**config.mk**
```make
export PLATFORM = sky130hd
export DESIGN_NAME = fetch_unit
export DESIGN_NICKNAME = d
export VERILOG_FILES = /design/src/rtl/rv_core_pkg.sv /design/src/rtl/fetch_unit_checker.sv /design/src/rtl/sync_fifo.sv /design/src/rtl/fetch_unit.sv
export SDC_FILE = /design/constraint.sdc
export NUM_CORES = 1
export LEC_CHECK = 0
export BUFFER_PORTS_ARGS = -buffer_cell sky130_fd_sc_hd__buf_4
export CAP_MARGIN = 40
export CORE_MARGIN = 5
export CORE_UTILIZATION = 46
export CTS_BUF_LIST = sky130_fd_sc_hd__clkbuf_4
export DETAILED_ROUTE_END_ITERATION = 16
export PLACE_DENSITY = 0.7
export SETUP_SLACK_MARGIN = 0.4
export SKIP_LAST_GASP = 1
export SYNTH_ARGS = -nofsm -noshare
export SYNTH_HDL_FRONTEND = slang
export SYNTH_SLANG_ARGS = --single-unit
```
**constraint.sdc**
```tcl
create_clock -name clk -period 2.7 [get_ports clk]
set_clock_uncertainty 0.15 [all_clocks]
set_input_delay 0.135 -clock clk [delete_from_list [all_inputs] [get_ports clk]]
set_output_delay 0.135 -clock clk [all_outputs]
set_load 0.01 [all_outputs]
```
**src/rtl/rv_core_pkg.sv**
```systemverilog
// Shared RV32I core definitions: datapath width, reset vector and the
// fetch-queue entry layout used between fetch and decode.
package rv_core_pkg;

    localparam int          XLEN             = 32;
    localparam logic [31:0] INSTR_NOP        = 32'h0000_0013;
    localparam logic [31:0] RESET_PC_DEFAULT = 32'h0000_0000;

    typedef struct packed {
        logic [31:0] pc;
        logic [31:0] instr;
    } fetch_entry_t;

    // Instruction fetches are always word aligned; low address bits are dropped.
    function automatic logic [31:0] align_word(input logic [31:0] addr);
        return addr & 32'hFFFF_FFFC;
    endfunction

endpackage

```
**src/rtl/fetch_unit_checker.sv**
```systemverilog
// Invariant monitor for the fetch unit: the instruction queue never receives
// a response while full, and the in-flight/drop counters stay bounded.
module fetch_unit_checker #(
    parameter int DEPTH = 2,
    parameter int CNT_W = 2
) (
    input logic             clk,
    input logic             rst_n,
    input logic             rsp_fire_i,
    input logic             q_full_i,
    input logic [CNT_W-1:0] outstanding_i,
    input logic [CNT_W-1:0] drop_cnt_i
);

    localparam logic [CNT_W-1:0] MAX_CNT = CNT_W'(DEPTH);

    a_no_rsp_when_full: assert property (@(posedge clk) disable iff (!rst_n)
        !(rsp_fire_i && q_full_i));

    a_outstanding_bound: assert property (@(posedge clk) disable iff (!rst_n)
        outstanding_i <= MAX_CNT);

    a_drop_bound: assert property (@(posedge clk) disable iff (!rst_n)
        drop_cnt_i <= MAX_CNT);

endmodule

```
**src/rtl/sync_fifo.sv**
```systemverilog
// Small synchronous FIFO with registered storage, occupancy count and a
// flush that empties it in one cycle (flush dominates push and pop).
module sync_fifo #(
    parameter int WIDTH = 32,
    parameter int DEPTH = 2,
    parameter int CNT_W = 2
) (
    input  logic             clk,
    input  logic             rst_n,
    input  logic             push_i,
    input  logic             pop_i,
    input  logic             flush_i,
    input  logic [WIDTH-1:0] wdata_i,
    output logic [WIDTH-1:0] rdata_o,
    output logic             full_o,
    output logic             empty_o,
    output logic [CNT_W-1:0] count_o
);

    localparam int               PTR_W    = (DEPTH > 1) ? $clog2(DEPTH) : 1;
    localparam logic [PTR_W-1:0] LAST_PTR = PTR_W'(DEPTH - 1);
    localparam logic [CNT_W-1:0] FULL_CNT = CNT_W'(DEPTH);

    logic [WIDTH-1:0] mem_q [DEPTH];
    logic [PTR_W-1:0] wr_q, wr_d;
    logic [PTR_W-1:0] rd_q, rd_d;
    logic [CNT_W-1:0] cnt_q, cnt_d;
    logic             push_s;
    logic             pop_s;

    function automatic logic [PTR_W-1:0] ptr_inc(input logic [PTR_W-1:0] p);
        if (p == LAST_PTR) begin
            return '0;
        end else begin
            return p + PTR_W'(1);
        end
    endfunction

    assign full_o  = (cnt_q == FULL_CNT);
    assign empty_o = (cnt_q == '0);
    assign count_o = cnt_q;
    assign rdata_o = mem_q[rd_q];
    assign push_s  = push_i && !full_o && !flush_i;
    assign pop_s   = pop_i && !empty_o && !flush_i;

    // Pointer and occupancy next-state.
    always_comb begin
        wr_d  = wr_q;
        rd_d  = rd_q;
        cnt_d = cnt_q;
        if (flush_i) begin
            wr_d  = '0;
            rd_d  = '0;
            cnt_d = '0;
        end else begin
            if (push_s) begin
                wr_d = ptr_inc(wr_q);
            end else begin
                wr_d = wr_q;
            end
            if (pop_s) begin
                rd_d = ptr_inc(rd_q);
            end else begin
                rd_d = rd_q;
            end
            case ({push_s, pop_s})
                2'b10:   cnt_d = cnt_q + CNT_W'(1);
                2'b01:   cnt_d = cnt_q - CNT_W'(1);
                default: cnt_d = cnt_q;
            endcase
        end
    end

    // Pointer and count registers.
    always_ff @(posedge clk or negedge rst_n) begin
        if (!rst_n) begin
            wr_q  <= '0;
            rd_q  <= '0;
            cnt_q <= '0;
        end else begin
            wr_q  <= wr_d;
            rd_q  <= rd_d;
            cnt_q <= cnt_d;
        end
    end

    // Storage; cleared on reset so the head reads zero out of reset.
    always_ff @(posedge clk or negedge rst_n) begin
        if (!rst_n) begin
            for (int i = 0; i < DEPTH; i++) begin
                mem_q[i] <= '0;
            end
        end else if (push_s) begin
            mem_q[wr_q] <= wdata_i;
        end
    end

endmodule

```
**src/rtl/fetch_unit.sv**
```systemverilog
// RV32I instruction fetch: owns the PC, issues word requests, tags them with
// their PC and queues returned instructions for decode; redirects flush.
module fetch_unit
    import rv_core_pkg::*;
#(
    parameter logic [XLEN-1:0] RESET_PC = RESET_PC_DEFAULT,
    parameter int              DEPTH    = 2,
    parameter int              CNT_W    = 2
) (
    input  logic            clk,
    input  logic            rst_n,
    output logic            imem_req_valid,
    input  logic            imem_req_ready,
    output logic [XLEN-1:0] imem_req_addr,
    input  logic            imem_rsp_valid,
    input  logic [XLEN-1:0] imem_rsp_data,
    input  logic            redirect_valid,
    input  logic [XLEN-1:0] redirect_pc,
    output logic            id_valid,
    input  logic            id_ready,
    output logic [XLEN-1:0] id_instr,
    output logic [XLEN-1:0] id_pc
);

    logic [XLEN-1:0]  pc_q, pc_d;
    logic [CNT_W-1:0] drop_q, drop_d;
    logic             fetch_en_q;

    logic [CNT_W-1:0] tag_count_s;
    logic             tag_full_s, tag_empty_s;
    logic [XLEN-1:0]  tag_pc_s;
    logic [CNT_W-1:0] q_count_s;
    logic             q_full_s, q_empty_s;
    fetch_entry_t     q_wdata_s, q_rdata_s;

    logic [CNT_W:0]   occupancy_s;
    logic [CNT_W:0]   inflight_s;
    logic             req_valid_s;
    logic             accept_s;
    logic             rsp_fire_s;
    logic             q_push_s;
    logic             q_pop_s;

    // Outstanding requests are exactly the entries in the PC-tag FIFO.
    assign occupancy_s = {1'b0, tag_count_s} + {1'b0, q_count_s};
    assign inflight_s  = {1'b0, tag_count_s} + (CNT_W+1)'(accept_s)
                         - (CNT_W+1)'(rsp_fire_s);

    // Handshake qualification for memory and decode sides.
    always_comb begin
        req_valid_s = 1'b0;
        if (fetch_en_q && !redirect_valid && (drop_q == '0) && !tag_full_s &&
            (occupancy_s < (CNT_W+1)'(DEPTH))) begin
            req_valid_s = 1'b1;
        end else begin
            req_valid_s = 1'b0;
        end
        accept_s   = req_valid_s && imem_req_ready;
        rsp_fire_s = imem_rsp_valid && !tag_empty_s;
        q_push_s   = rsp_fire_s && (drop_q == '0) && !redirect_valid;
        q_pop_s    = !q_empty_s && id_ready && !redirect_valid;
    end

    // PC and stale-response drop counter next-state.
    always_comb begin
        pc_d   = pc_q;
        drop_d = drop_q;
        if (redirect_valid) begin
            pc_d   = align_word(redirect_pc);
            drop_d = CNT_W'(inflight_s);
        end else begin
            if (accept_s) begin
                pc_d = pc_q + 32'd4;
            end else begin
                pc_d = pc_q;
            end
            if (rsp_fire_s && (drop_q != '0)) begin
                drop_d = drop_q - CNT_W'(1);
            end else begin
                drop_d = drop_q;
            end
        end
    end

    // Fetch state registers; fetch_en_q holds requests off during reset.
    always_ff @(posedge clk or negedge rst_n) begin
        if (!rst_n) begin
            pc_q       <= RESET_PC;
            drop_q     <= '0;
            fetch_en_q <= 1'b0;
        end else begin
            pc_q       <= pc_d;
            drop_q     <= drop_d;
            fetch_en_q <= 1'b1;
        end
    end

    sync_fifo #(
        .WIDTH (XLEN),
        .DEPTH (DEPTH),
        .CNT_W (CNT_W)
    ) u_tag_fifo (
        .clk     (clk),
        .rst_n   (rst_n),
        .push_i  (accept_s),
        .pop_i   (rsp_fire_s),
        .flush_i (1'b0),
        .wdata_i (pc_q),
        .rdata_o (tag_pc_s),
        .full_o  (tag_full_s),
        .empty_o (tag_empty_s),
        .count_o (tag_count_s)
    );

    assign q_wdata_s = '{pc: tag_pc_s, instr: imem_rsp_data};

    sync_fifo #(
        .WIDTH ($bits(fetch_entry_t)),
        .DEPTH (DEPTH),
        .CNT_W (CNT_W)
    ) u_instr_fifo (
        .clk     (clk),
        .rst_n   (rst_n),
        .push_i  (q_push_s),
        .pop_i   (q_pop_s),
        .flush_i (redirect_valid),
        .wdata_i (q_wdata_s),
        .rdata_o (q_rdata_s),
        .full_o  (q_full_s),
        .empty_o (q_empty_s),
        .count_o (q_count_s)
    );

    fetch_unit_checker #(
        .DEPTH (DEPTH),
        .CNT_W (CNT_W)
    ) u_checker (
        .clk           (clk),
        .rst_n         (rst_n),
        .rsp_fire_i    (rsp_fire_s),
        .q_full_i      (q_full_s),
        .outstanding_i (tag_count_s),
        .drop_cnt_i    (drop_q)
    );

    assign imem_req_valid = req_valid_s;
    assign imem_req_addr  = pc_q;
    assign id_valid       = !q_empty_s;
    assign id_instr       = q_rdata_s.instr;
    assign id_pc          = q_rdata_s.pc;

endmodule
```
==> results of run 1 <==
[worst paths after layout]
kind	from	slack, ns	endpoint
worst max-delay path	u_instr_fifo.count_o[0]$_DFFE_PN0P_	0.01	imem_req_addr[30]$_DFFE_PN0P_
worst min-delay path	redirect_pc[4]	0.08	imem_req_addr[4]$_DFFE_PN0P_
worst max register to register	u_instr_fifo.count_o[0]$_DFFE_PN0P_	0.01	imem_req_addr[30]$_DFFE_PN0P_
worst min register to register	u_tag_fifo.mem_q[14]$_DFFE_PN0P_	0.33	u_tag_fifo.mem_q[14]$_DFFE_PN0P_
max in group asynchronous	rst_n	1.15	u_tag_fifo.mem_q[44]$_DFFE_PN0P_
min in group asynchronous	rst_n	0.44	u_instr_fifo.mem_q[29]$_DFFE_PN0P_
[timing repair]
action	4_1_cts	5_1_grt
pin swaps	42	16
resized for setup	79	50
setup buffers	20	6
hold endpoints to repair	326	0
cloned	9	8
setup endpoints to repair	147	154
hold buffers	90	0
[cell usage after synthesis, types with 2 or more instances]
cell	instances
and3_1	5
inv_1	10
nor3_1	3
a21o_1	2
nand2_1	33
nor4_1	4
nor2_1	81
or3_1	3
a31oi_1	6
mux2_2	162
buf_6	3
a41oi_1	3
nor2_2	2
mux2i_1	32
o21ai_1	2
xor2_1	6
a22oi_1	2
and2_1	4
a21oi_1	70
a32oi_1	4
buf_2	26
nand4_1	11
ha_1	4
clkbuf_1	11
o311ai_1	4
nand3_1	13
nand2b_1	2
o211ai_1	6
mux2_1	21
a31o_2	2
and4_1	6
xnor2_1	9
o21ai_0	29
buf_4	12
conb_1	2
buf_1	6
a22o_1	2
dfrtp_1	225
[power groups by stage]
stage	registers, mW	logic (mW)	clock network, mW
6_report	5.21	4.50	3.07
5_1_grt	5.35	4.87	3.36
4_1_cts	5.17	4.31	3.17
3_5_place_dp	5.22	4.02	0
3_3_place_gp	5.15	3.94	0
2_1_floorplan	5.02	2.55	0
[cell type report]
cell class | count | area share [%]
Clock inverter | 10 | 0.641
Clock buffer | 91 | 4.66
Sequential cell | 225 | 38.5
Inverter | 11 | 0.316
Tap cell | 280 | 2.39
Multi-Input combinational cell | 552 | 31.6
Timing Repair Buffer | 327 | 21.9
Antenna cell | 1 | 0.0171
[worst max-delay path: cells and delay by family, from the launching register on]
| family | cells | cell delay, ns |
|---|---|---|
| fa+ha+maj | 1 | 0.45 |
| flops | 1 | 0.38 |
| buf+inv | 3 | 0.39 |
| simple gates | 4 | 0.92 |
| compound gates | 1 | 0.35 |
[sequential cells by signal (all words and copies together), names as in the netlist]
signal,cells
drop_q,2
fetch_en_q,1
u_tag_fifo.count_o,2
u_tag_fifo.wr_q,1
u_instr_fifo.wr_q,1
imem_req_addr,30
u_instr_fifo.mem_q,124
u_instr_fifo.count_o,2
u_instr_fifo.rd_q,1
u_tag_fifo.rd_q,1
u_tag_fifo.mem_q,60
[layer usage]
metal	vias to the layer above	wire length [um]	GRT usage [%]
met5	-	0	0
met4	0	831	6.61
met3	75	1870	5.31
met2	325	14300	34.5
met1	4043	12500	28.6
li1	3703	-	-
[stage by stage]
step	area, um^2	instances	TNS [ns]
3_3_place_gp	11900	1261	0
4_1_cts	14200	1481	0
6_report	14600	1497	0
3_5_place_dp	11900	1261	-0.248
2_1_floorplan	10300	844	0
5_1_grt	14600	1497	-0.637
[kinds of logic (layout without fill, tap and decap cells)]
family	Yosys count	after routing	synth area share, %
and+or+nand+nor	172	174	7.82
DFF	225	225	55.3
xor gates and xnor gates	15	15	1.29
buffers and inverters	69	439	3.53
other	2	6	0.0738
adders and majority gates	5	5	0.688
muxes	215	215	23.4
AOI/OAI and AO/OA	138	138	7.91
==> flow_summary.ini, run 1 <==
[synth]
syn_inst = 841
ys.flop_type = dfrtp_1
ys_seq_elements = 225
synth_cell_type_count = 51
synthArstFlopShare_pct = 100
ys_seq_area_share_pct = 55.3
synth_top_cell_by_area = dfrtp_1
syn-cell-area_um2 = 10200
synth-edff-count = 0
syn_area_per_cell_um2 = 12.1
synth_top_area_share_pct = 55.3
ys_top_cells_by_area = dfrtp_1, mux2_2, a21oi_1, mux2i_1, nor2_1
yosys_warnings = 0

[placement]
gp_congestion = 0.797
pre_cts_slack_ns = -0.0328
dpl.hpwl_um = 16000
io_buffers = 161

[final_layout]
layout.nets = 1251
multi_input_area_um2 = 4630
final_core_util_pct = 67.1
final_cell_mix = dfrtp_1, buf_4, mux2_2, clkbuf_4, dlygate4sd3_1
nFillCells = 1530
drive_gt1_share_pct = 45.1
layout_commonest_cell = dfrtp_1
syn_to_final_growth_pct = 43.9
register_area_um2 = 5640

[floorplanning]
core_um2 = 21800
initial_core_util_pct = 46.7
die_w_um = 159
die_h_um = 159
ioPinCount = 168
fp-row-count = 54
dieArea_um2 = 25200

[worst_setup_path]
rr_worst_depth = 9
cp_slowest_cell = fa_1
critPathLaunchType = register
cp.arrival_ns = 3.14
crit_chain = and2_4, fa_1, nor4b_2, and4_4, buf_4, buf_8, buf_6, nand4_1, o311ai_1
setup.worst_path.class = register to register
crit_fanout = 6
required_ns = 3.15
endpoint_kind = register
cpPeakStageDelay_ns = 0.45

[clock_network]
clkTransAtPathRegs_ns = 0.07
clock_sinks = 225
cts_max_level = 2
cts_made_buffers = 59
root_buffer = clkbuf_4
clock_latency_ns = 0.71
cts_buffer_depth = 3
cts_tree = built

[route]
ant_nets = 0
dr_total_vias = 8146
drc_errors = 0
drt-total-wl_um = 29500
drtIter0Drc = 556
viasPerCell = 5.44
routedWlPerCell_um = 19.7
first_pass_iters = 4

[timing]
setup_ws_ns = 0.00961
hold_violations = 0
max_freq_mhz = 372
period_share_pct = 99.6
rsz0062_at_grt = true
setup-violations-final = 0
slew_viol_final = 0
slew_headroom_pct = 54.1
worst_pin_slew_ns = 0.682
post-route-min-period_ns = 2.69
holdWs_ns = 0.0841

[power]
p_per_area_nw_per_um2 = 873
p_seq_share_pct = 40.8
leakage_nw = 6.94
combinationalPowerShare_pct = 35.2
clockPowerShare_pct = 24.0
switching_power_mw = 4.04
internal-power_mw = 8.74
power_mw = 12.8
vdd_drop_max_v = 0.000504
swShare_pct = 31.6

[global_route]
grt_pass1_wl_um = 44900
grt_max_degree = 83
grt_pass1_vias = 8373
grt_usage_pct = 21.4
overflow = 0
antenna_found_initial = 1

[run_status]
status = finished, final reports clean

[hold_path]
hp-class = input port to register
whs_path_depth = 4

[flow_run]
cap_violations = 0
No activity file was read; power rests on OpenSTA's default activity.
==> run 2, diff against run 1 <==
--- a/config.mk
+++ b/config.mk
@@ -5,13 +5,14 @@
 export SDC_FILE = /design/constraint.sdc
 export NUM_CORES = 1
 export LEC_CHECK = 0
+export ABC_AREA = 1
 export BUFFER_PORTS_ARGS = -buffer_cell sky130_fd_sc_hd__buf_4
 export CAP_MARGIN = 40
 export CORE_MARGIN = 5
 export CORE_UTILIZATION = 46
 export CTS_BUF_LIST = sky130_fd_sc_hd__clkbuf_4
 export DETAILED_ROUTE_END_ITERATION = 16
-export PLACE_DENSITY = 0.7
+export PLACE_DENSITY = 0.69
 export SETUP_SLACK_MARGIN = 0.4
 export SKIP_LAST_GASP = 1
 export SYNTH_ARGS = -nofsm -noshare
==> run 2 against run 1 <==
Net effect:
- synthesized cell count rose by 67%
- critical endpoint is now imem_req_valid
- die area increased by 9.8%
- synthesized area rose by 10%
- total power increased by 1.3%
- clock power is 3% lower
- highest routed layer unchanged
- utilization down 5.5 points
- largest power group unchanged
==> flow_summary.ini, run 2 <==
[floorplanning]
die_w_um = 166
die_h_um = 166
dieArea_um2 = 27700
initial_core_util_pct = 46.5
core_um2 = 24200
ioPinCount = 168
fp-row-count = 57

[synth]
synth.most_common_cell = nand2_1
ys_seq_elements = 225
synth_common_cells = nand2_1, dfrtp_1, o21ai_0
synthArstFlopShare_pct = 100
ys.flop_type = dfrtp_1
ys_seq_area_share_pct = 50.1
synth-edff-count = 0
yosys_warnings = 0
ys_top_cells_by_area = dfrtp_1, nand2_1, o21ai_0, inv_1, mux2_2
synth_top_area_share_pct = 50.1
syn_area_per_cell_um2 = 8.03
syn-cell-area_um2 = 11200
synth_top_cell_by_area = dfrtp_1
synth_cell_type_count = 35
syn_inst = 1401

[placement]
post_dp_cell_area_um2 = 12700
dpl.hpwl_um = 18900
io_buffers = 161
pre_cts_slack_ns = 0.348
gp_congestion = 0.964
dp_cells = 1833

[global_route]
overflow = 0
antenna_found_initial = 1
grt_pass1_vias = 9864
grt_usage_pct = 21.3
grt_max_degree = 79
grt_pass1_wl_um = 49900

[power]
vdd_drop_max_v = 0.000373
p_per_area_nw_per_um2 = 870
leakage_nw = 7.41

[hold_path]
hold-path-endpoint = u_instr_fifo.mem_q[90]$_DFFE_PN0P_
hp-class = input port to register
whs_path_depth = 4
min-delay-start = imem_rsp_data[26]

[route]
dr_total_vias = 10200
drc_errors = 0
first_pass_iters = 5
drtIter0Drc = 770
viasPerCell = 4.93
routedWlPerCell_um = 14.5
drt-total-wl_um = 30000
ant_nets = 0

[worst_setup_path]
critPathLaunchType = register
cp.arrival_ns = 2.04
reg2reg_to = u_tag_fifo.mem_q[47]$_DFFE_PN0P_
rrSetupSlack_ns = 0.40
crit_fanout = 2
required_ns = 2.41
cpPeakStageDelay_ns = 0.44
setup.worst_path.class = register to output port
crit_chain = nand2_1, inv_1, fa_1, inv_1, nand3_2, nor2_4, buf_6
rr_worst_depth = 13
worst_path_most_repeated_cell = inv_1
endpoint_kind = output port
r2r_start = u_tag_fifo.count_o[0]$_DFFE_PN0P_
cp_slowest_cell = fa_1

[timing]
holdWs_ns = 0.0747
finalSetupTns_ns = 0
post-route-min-period_ns = 2.33
worst_pin_slew_ns = 0.616
slew_viol_final = 0
setup-violations-final = 0
rsz0062_at_grt = true
setup_ws_ns = 0.373
max_freq_mhz = 430
slew_headroom_pct = 58.9
period_share_pct = 86.2
hold_violations = 0

[clock_network]
cts_made_buffers = 59
clock_sinks = 225
cts_max_level = 2
cts_tree = built
clkTransAtPathRegs_ns = 0.07
clock_latency_ns = 0.68
root_buffer = clkbuf_4
cts_buffer_depth = 3

[final_layout]
layout_commonest_cell = nand2_1
layout.nets = 1769
final_cell_mix = nand2_1, dfrtp_1, o21ai_0, buf_4, inv_1
syn_to_final_growth_pct = 32.3
regMostFlops = u_instr_fifo.mem_q
largest_reg_flops = 124
finish.instance_area_um2 = 14900
fin_cells = 2066
drive_gt1_share_pct = 22.5

[flow_run]
cap_violations = 0

[run_status]
status = finished, final reports clean
-- run 2: changes by cell type after synthesis, moves of 35 or more --
cell     before  now
o21ai_1       2   37
mux2_2      162   30
nand3_1      13   56
o21ai_0      29  186
nand2_1      33  526
inv_1        10  123
o21ai_2       0   38
a21oi_1      70    2
-- run 2: final cells by class --
type | instances | area, um^2
clock buffers | 89 | 668
clock inverters | 19 | 103
flip-flops and latches | 225 | 5640
fillers | 2111 | 9290
diodes | 1 | 2.50
inverters | 128 | 495
well taps | 324 | 405
repair buffers | 305 | 2850
multi-input cells | 975 | 4730
-- run 2: metrics by stage --
| step | power, mW | util, % |
|---|---|---|
| detailed placement | 9.67 | 52.5 |
| global placement | 9.53 | 52.5 |
| finish | 13.0 | 61.6 |
| global route | 13.9 | 61.6 |
| floorplan | 7.88 | - |
| CTS | 13.0 | 60.7 |
-- run 2: power breakdown --
group          total [mW]  switching [mW]  internal, mW  leakage (nW)
clock network        2.99            1.39          1.60         0.461
registers            5.18           0.636          4.54          2.94
logic                4.78            2.63          2.15          4.00
total                13.0            4.66          8.29          7.41
-- run 2: worst max path at each step --
stage / start / endpoint / slack (ns) / cells past startpoint
floorplan: u_tag_fifo.count_o[0]$_DFFE_PN0P_ / u_tag_fifo.count_o[1]$_DFFE_PN0P_ / 0.41 / 13
global placement: u_tag_fifo.count_o[0]$_DFFE_PN0P_ / u_tag_fifo.mem_q[58]$_DFFE_PN0P_ / 0.39 / 12
detailed placement: u_tag_fifo.count_o[0]$_DFFE_PN0P_ / u_tag_fifo.mem_q[54]$_DFFE_PN0P_ / 0.35 / 12
CTS: u_tag_fifo.count_o[0]$_DFFE_PN0P_ / imem_req_valid / 0.33 / 7
global route: u_tag_fifo.count_o[0]$_DFFE_PN0P_ / imem_req_valid / 0.26 / 7
finish: u_tag_fifo.count_o[0]$_DFFE_PN0P_ / imem_req_valid / 0.37 / 7
-- run 2: timing repair --
| action | 4_1_cts | 5_1_grt |
|---|---|---|
| hold buffers | 102 | 0 |
| setup endpoints to repair | 101 | 129 |
| endpoints found under the hold margin | 390 | 0 |
| buffers inserted | 11 | 3 |
| cloned | 2 | 6 |
| pin swaps | 2 | 2 |
| resized for setup | 13 | 23 |
-- run 2: kinds of logic after synthesis --
logic type	share of synthesized area, %
AOI/OAI and AO/OA	13.2
xor gates and xnor gates	1.09
adders and majority gates	0.623
buffers and inverters	8.68
DFF	50.1
muxes	3.00
other	0.0668
and+or+nand+nor	23.2
-- run 2: per-layer routing --
metal | vias to the layer above | global-route usage [%] | wire (um)
li1 | 5062 | - | -
met1 | 4747 | 30.5 | 13900
met2 | 318 | 33.1 | 13600
met3 | 61 | 4.59 | 1890
met4 | 0 | 5.83 | 672
met5 | - | 0 | 0
-- run 2: critical path, delay by kind of cell (launching register included) --
kind,cells,cell delay [ns]
fa+ha+maj,1,0.44
flops,1,0.40
simple gates,3,0.28
buf+inv,3,0.25
